**src/rtl/qbus_mem_slave_ctl.sv**
```systemverilog
// qbus_mem_slave_ctl: Q-bus slave sequencer bridging f11 bus strobes to a synchronous RAM,
// with DATI/DATO(B)/DATIO data phases, RPLY generation and a fixed-vector interrupt acknowledge.
module qbus_mem_slave_ctl #(
  parameter logic [15:0] BASE    = 16'h0000,
  parameter logic [15:0] MASK    = 16'hE000,
  parameter int          AW      = 12,
  parameter int          MEM_LAT = 1,
  parameter logic [15:0] VEC     = 16'h0030
) (
  input  logic          clk,
  input  logic          rst,
  input  logic [15:0]   bus_ad_n,
  input  logic          bus_sync_n,
  input  logic          bus_din_n,
  input  logic          bus_dout_n,
  input  logic          bus_wtbt_n,
  input  logic          bus_iako_n,
  output logic [15:0]   bus_ad_n_o,
  output logic          bus_ad_oe,
  output logic          bus_rply_n,
  output logic          bus_virq_n,
  input  logic          irq_set,
  output logic [AW-1:0] mem_addr,
  output logic [15:0]   mem_wdata,
  output logic [1:0]    mem_be,
  output logic          mem_we,
  output logic          mem_re,
  input  logic [15:0]   mem_rdata
);
  typedef enum logic [2:0] {S_IDLE, S_SKIP, S_ADDR, S_RDW, S_RPLY, S_IAK} state_t;
  state_t      r_state;
  logic        r_sync_d;
  logic        r_pend;
  logic        r_a0;
  logic [2:0]  r_cnt;
  logic [15:0] w_a;
  logic        w_sync_fall;
  logic        w_sel;
  logic        w_iak;
  assign w_a         = ~bus_ad_n;
  assign w_sync_fall = ~bus_sync_n & r_sync_d;
  assign w_sel       = (w_a & MASK) == BASE;
  assign w_iak       = (r_state == S_IDLE) & bus_sync_n & ~bus_din_n & ~bus_iako_n & r_pend;
  assign bus_virq_n  = ~r_pend;
  always_ff @(posedge clk or posedge rst) begin
    if (rst) begin
      r_state    <= S_IDLE;
      r_sync_d   <= 1'b1;
      r_pend     <= 1'b0;
      r_a0       <= 1'b0;
      r_cnt      <= 3'd0;
      bus_ad_n_o <= 16'hFFFF;
      bus_ad_oe  <= 1'b0;
      bus_rply_n <= 1'b1;
      mem_addr   <= '0;
      mem_wdata  <= 16'h0000;
      mem_be     <= 2'b00;
      mem_we     <= 1'b0;
      mem_re     <= 1'b0;
    end else begin
      r_sync_d <= bus_sync_n;
      mem_we   <= 1'b0;
      mem_re   <= 1'b0;
      // a new request arriving with the acknowledge wins, so it is not lost
      if (irq_set) r_pend <= 1'b1;
      else if (w_iak) r_pend <= 1'b0;
      case (r_state)
        S_IDLE:
          if (w_sync_fall) begin
            r_a0 <= w_a[0];
            if (w_sel) begin
              mem_addr <= w_a[AW:1];
              r_state  <= S_ADDR;
            end else r_state <= S_SKIP;
          end else if (w_iak) begin
            bus_ad_n_o <= ~VEC;
            bus_ad_oe  <= 1'b1;
            bus_rply_n <= 1'b0;
            r_state    <= S_IAK;
          end
        S_SKIP: if (bus_sync_n) r_state <= S_IDLE;
        S_ADDR:
          if (!bus_din_n && bus_dout_n) begin
            mem_re  <= 1'b1;
            r_cnt   <= 3'(MEM_LAT);
            r_state <= S_RDW;
          end else if (bus_din_n && !bus_dout_n) begin
            mem_wdata <= w_a;
            mem_be    <= !bus_wtbt_n ? (r_a0 ? 2'b10 : 2'b01) : 2'b11;
            mem_we    <= 1'b1;
            r_state   <= S_RPLY;
          end else if (bus_din_n && bus_sync_n) r_state <= S_IDLE;
        S_RDW:
          if (r_cnt == 3'd0) begin
            bus_ad_n_o <= ~mem_rdata;
            bus_ad_oe  <= 1'b1;
            bus_rply_n <= 1'b0;
            r_state    <= S_RPLY;
          end else r_cnt <= r_cnt - 3'd1;
        S_RPLY:
          if (bus_din_n && bus_dout_n) begin
            bus_rply_n <= 1'b1;
            bus_ad_oe  <= 1'b0;
            bus_ad_n_o <= 16'hFFFF;
            r_state    <= bus_sync_n ? S_IDLE : S_ADDR;
          end else bus_rply_n <= 1'b0;
        S_IAK:
          if (bus_din_n) begin
            bus_rply_n <= 1'b1;
            bus_ad_oe  <= 1'b0;
            bus_ad_n_o <= 16'hFFFF;
            r_state    <= S_IDLE;
          end
        default: r_state <= S_IDLE;
      endcase
    end
  end
endmodule

```
**config.mk**
```make
export PLATFORM = sky130hd
export DESIGN_NAME = qbus_mem_slave_ctl
export DESIGN_NICKNAME = d
export VERILOG_FILES = /design/src/rtl/qbus_mem_slave_ctl.sv
export SDC_FILE = /design/constraint.sdc
export NUM_CORES = 1
export LEC_CHECK = 0
export ABC_CLOCK_PERIOD_IN_PS = 2400
export BUFFER_PORTS_ARGS = -buffer_cell sky130_fd_sc_hd__buf_2
export CORE_MARGIN = 1
export CORE_UTILIZATION = 49
export CTS_CLUSTER_DIAMETER = 200
export CTS_CLUSTER_SIZE = 40
export DETAILED_ROUTE_END_ITERATION = 7
export PLACE_DENSITY = 0.79
export SYNTH_ARGS = -nofsm -noshare
export SYNTH_HDL_FRONTEND = slang
export SYNTH_SLANG_ARGS = --single-unit
export TNS_END_PERCENT = 50
```
**constraint.sdc**
```tcl
create_clock -name clk -period 2.4 [get_ports clk]
set_clock_uncertainty 0.1 [all_clocks]
set_input_delay 0.48 -clock clk [delete_from_list [all_inputs] [get_ports clk]]
set_output_delay 0.48 -clock clk [all_outputs]
set_load 0.005 [all_outputs]
```
Word level (Yosys, flattened, before mapping)
Cells that the tools add are included.
{"block": "word_totals", "ff_bits": 59, "in_bits": 40, "elab_cells": 101}
{"block": "classes", "n_addsub": 1, "n_eq_ne": 15, "mux": 41, "bitwise_logic": 12, "n_reduce_logical": 19}
{"cell": "$mux W16", "count": 5}
{"cell": "$pmux W16 S4", "count": 1}
{"cell": "$mux W3", "count": 11}
{"cell": "$not A16 Y16", "count": 2}
{"cell": "$pmux W3 S6", "count": 1}
{"cell": "$logic_not A16 Y1", "count": 1}
{"cell": "$mux W1", "count": 16}
{"cell": "$ne A2 B2 Y1 const B", "count": 8}
{"cell": "$reduce_and A6 Y1", "count": 2}
{"cell": "$reduce_and A3 Y1", "count": 3}
{"cell": "$mux W2", "count": 4}
{"cell": "$pmux W1 S4", "count": 2}
{"cell": "$eq A3 B2 Y1 const B", "count": 2}
{"cell": "$eq A3 B3 Y1 const B", "count": 2}
{"cell": "$logic_not A3 Y1", "count": 2}
{"cell": "$pmux W3 S2", "count": 1}
{"cell": "$and A1 B1 Y1", "count": 5}
{"cell": "$not A1 Y1", "count": 5}
{"cell": "$reduce_and A5 Y1", "count": 1}
{"cell": "$logic_and A1 B1 Y1", "count": 4}
{"cell": "$ne A4 B4 Y1 const B", "count": 1}
{"cell": "$reduce_bool A2 Y1", "count": 2}
{"cell": "$reduce_bool A4 Y1", "count": 1}
{"cell": "$eq A3 B1 Y1 const B", "count": 1}
{"cell": "other kinds (4)", "count": 5}

Logic depth before layout (Yosys ltp)
{"block": "logic_depth", "ltp_word": 8, "depth_mapped": 8, "ltp_nobuf": 6}

Least setup slack after synthesis
No wires, ideal clock.
{"block": "synth_path", "path_kind": "register to register", "start": "register r_state[1]", "end": "register bus_ad_oe", "setup_time_ps": 125, "arrival_ps": 1709, "setup_slack_ps": 466, "stages_incl_launch_ff": 8, "period_less_slack_ps": 1934, "path_cell_list": "dfrtp_1 > buf_2 > and3b_1 > buf_6 > and2_1 > buf_6 > nor3_4 > mux2_2"}
{"block": "synth_between", "elab_chain_cells": 7, "elab_cells_between_ends": 16}
{"item": "from (decl)", "line_no": "31", "text": "state_t r_state;"}
{"item": "from (signal assigned)", "line_no": "105", "text": "r_state <= bus_sync_n ? S_IDLE : S_ADDR;"}
{"item": "$logic_not A3 Y1", "line_no": "43, 67"}
{"item": "$and A1 B1 Y1 (4 in series)", "line_no": "43", "text": "assign w_iak = (r_state == S_IDLE) & bus_sync_n & ~bus_din_n & ~bus_iako_n & r_pend;"}
{"item": "$ne A2 B2 Y1 (no line)"}
{"item": "$reduce_and A6 Y1 (no line)"}
{"item": "to (signal assigned)", "line_no": "53", "text": "bus_ad_oe <= 1'b0;"}
{"item": "to (signal assigned)", "line_no": "77", "text": "bus_ad_oe <= 1'b1;"}
{"item": "to (signal assigned)", "line_no": "96", "text": "bus_ad_oe <= 1'b1;"}
{"item": "to (decl)", "line_no": "19", "text": "output logic bus_ad_oe,"}
Parallel ways exist; a longest one is shown, timed or not.
A chain may end at the register's enable or synchronous reset.

Worst setup path in the final report
{"block": "layout_path", "start": "register r_state[0]", "end": "register r_state[0]"}
{"block": "layout_between", "elab_chain_cells": 7, "elab_cells_between_ends": 18}
{"item": "$logic_not A3 Y1", "line_no": "43, 67"}
{"item": "$and A1 B1 Y1 (4 in series)", "line_no": "43"}
{"item": "$ne A3 B3 Y1 (no line)"}
{"item": "$reduce_and A6 Y1 (no line)"}
Parallel ways exist; a longest one is shown, timed or not.

==> metrics.txt <==
outcome=completed; Worst Path Max Fanout=12; crit path capture type=register; Die H=~73 um; Reg clk slew, reported paths=around 0.060 ns; Design Area, Final=~3200 sq um; Worst Hold Class=in2async; post-synthesis mux area share=under 10%; antenna viol nets, final=0; Compound-Gate Fraction of Synth Area=between 15 and 20%; CTS H-tree lvls=3; via count=approximately 2000; maximum buffer depth of the clock tree=2; Max Freq=523 MHz; initial DRC count=75; Post-Route WL=5.21 mm; crit path launch=r_state[0]$_DFFE_PP0P_; Placement Cell Area=3030 sq um; Peak VDD IR=roughly 630 uV; most numerous cell in the Yosys netlist=dfrtp_1; Largest delay share family, worst path=flip-flops; maxcap violations=0; total count of hold-check failures in the final report=0; Critical Path Start Type=register; Top cell by count, worst path=o211ai_1; Final Wtd Congestion=between 0.8 and 0.9; Lkg Pwr=roughly 1.6 nW; setup violators final=0; XOR/XNOR Fraction of Synth Area=less than 1%; HPWL Detailed=3.76 mm; slew margin rel.=71.3%; Required @ worst endpoint=between 2 and 3 ns; Synth Cell Area=2500 sq um; Vias/cell=5.12; num rows=25; Post-Syn Instances=230; Yosys cell types=36; initial antenna violation count=0; Post-CTS Setup Repair Bufs=0; post-synthesis average cell area=between 10 and 15 sq um; worst skew pair latency=0.32 ns; crit path buf inv count=0; Async SR Flop Fraction=100%; Seq/Total Area, Yosys=between 50% and 60%; dominant cells by area after synthesis=dfrtp_1 41%, dfstp_2 19%, o21ai_0 7.0%, nand2_1 4.8%, o21a_1 4.2%; first-pass GRT wire length=around 8.3 mm; overall power=~0.0037 W; EDFF count, synth=0; synthesis-to-finish area growth=28.5%; Net Count, Synth=between 200 and 300; ordered cell list for the critical path=nor3_1 > o211ai_1 > o211ai_1 > mux2_2; hold slack final=about 0.11 ns; Slew Viols, Final=0; Port Buffer Count=90; post-layout util=around 67%; largest family of logic cells by synthesized area=compound AO/OA/AOI/OAI gates; worst-margin pin slew=0.427 ns; Max stage delay on crit path=about 0.52 ns; GRT overflow=0; CTS tree=yes; CORE AREA=a little under 5000 sq um; Crit Path Class=reg2reg; Post-Synth Simple-Gate Area=around 15%; number of global-route vias before repair=between 1500 and 2000; YS warnings=0; post-synthesis register bit count=approximately 60; chip width=approximately 73 um; Yosys top cell by area=dfrtp_1; # fillers=between 300 and 400; quantity of gates resized following cts=0; Final period util=79.7%; Slowest-stage cell, CP=dfrtp_1; final net count=between 300 and 400; pwr/cell area=1160 nW/um^2; Starting Density=approximately half; Residual DRC=0; All-Layer GR Usage=20.9%; routed len/inst=around 13 um; largest net degree at the start of global routing=60; share of cells above drive strength 1=roughly two fifths; Critical Path AT=2.02 ns; top_reg_cell synth=dfrtp_1; root buffer cell=clkbuf_8; total CTS buffers=9; footprint of the multi-input gates=between 800 and 900 sq um; area share of fa/ha/maj cells after synthesis=~2.5%; cts hold-fix bufs=0; most frequent cells after synthesis=41 x dfrtp_1, 35 x o21ai_0, 32 x nand2_1; clock sinks=59; Setup TNS=0 ns; post-synth top area share=between 40% and 50%; n_diodes=0; Ports=between 90 and 100; RSZ-0062 raised after global routing=false; worst r2r src=r_state[0]$_DFFE_PP0P_; first drt pass iteration count=4; Tmin final=~1.9 ns; register area=1500 sq um; die area=about 5400 sq um
## logic make-up after synthesis
group,after synthesis
simple gates,75
flops,59
xor+xnor,1
buf+inv,23
compound gates,61
fa+ha+maj,5
mux,6
## sequential cells by signal, summed over array words and instances (netlist names), 2 cells and up
signal and cells:
bus_ad_n_o 16, mem_wdata 16, mem_addr 12, r_cnt 3
r_state 3, mem_be 2
## stage by stage
step / setup WS (ns) / std cells
after global routing: 0.401 / 397
final: 0.488 / 397
after CTS: 0.521 / 397
after global placement: 0.388 / 381
after detailed placement: 0.376 / 381
after floorplan: 0.393 / 230
## worst reg2reg max path: cells and delay by family, from the launching register on
family             cells  cell delay, ns
and+or+nand+nor        1            0.45
muxes                  1            0.38
AOI/OAI and AO/OA      2            0.35
DFF                    1            0.52
## final cells by class
cell class	count	share of cell area, %
clock buffer	14	4.75
clock inverter	2	1.09
inverter	10	1.17
multi-input combinational	148	27.7
sequential	59	46.7
tap	67	2.61
timing repair buffer	97	16.0
## report_power, final
part / internal [W] / switching [W]
logic: 0.000587 / 0.000583
clock network: 0.000508 / 0.000344
registers: 0.00146 / 0.000233
## layout by cell type, fill, tap and decap left out, types with 3 or more instances in the layout
cell type and n:
nor2_1 7, nand2_1 32, buf_2 90, mux2_2 4, dfrtp_1 41, dfstp_2 18
clkbuf_1 4, ha_1 5, clkbuf_8 10, buf_4 6, o21a_1 14, o21ai_0 35
nor2b_1 3, inv_1 9, nand2b_1 3, nand3_1 19
## final timing paths
kind | end | slack [ns] | depth (start not counted)
min in group clk | r_sync_d$_DFF_PP1_ | 0.21 | 1
worst max register to register | r_state[0]$_DFFE_PP0P_ | 0.49 | 4
max in group asynchronous | r_sync_d$_DFF_PP1_ | 1.79 | 3
worst max-delay path | r_state[0]$_DFFE_PP0P_ | 0.49 | 4
worst min register to register | mem_wdata[6]$_DFFE_PP0P_ | 0.37 | 2
worst min-delay path | mem_addr[3]$_DFFE_PP0P_ | 0.11 | 3
## metal layers
metal	global-route usage, %	routed length, um	up-vias
li1	-	-	983
met1	24.6	2250	954
met2	34.2	2420	86
met3	7.13	457	8
met4	10.3	77	0
met5	0	0	-
No activity file was read; power rests on OpenSTA's default activity.
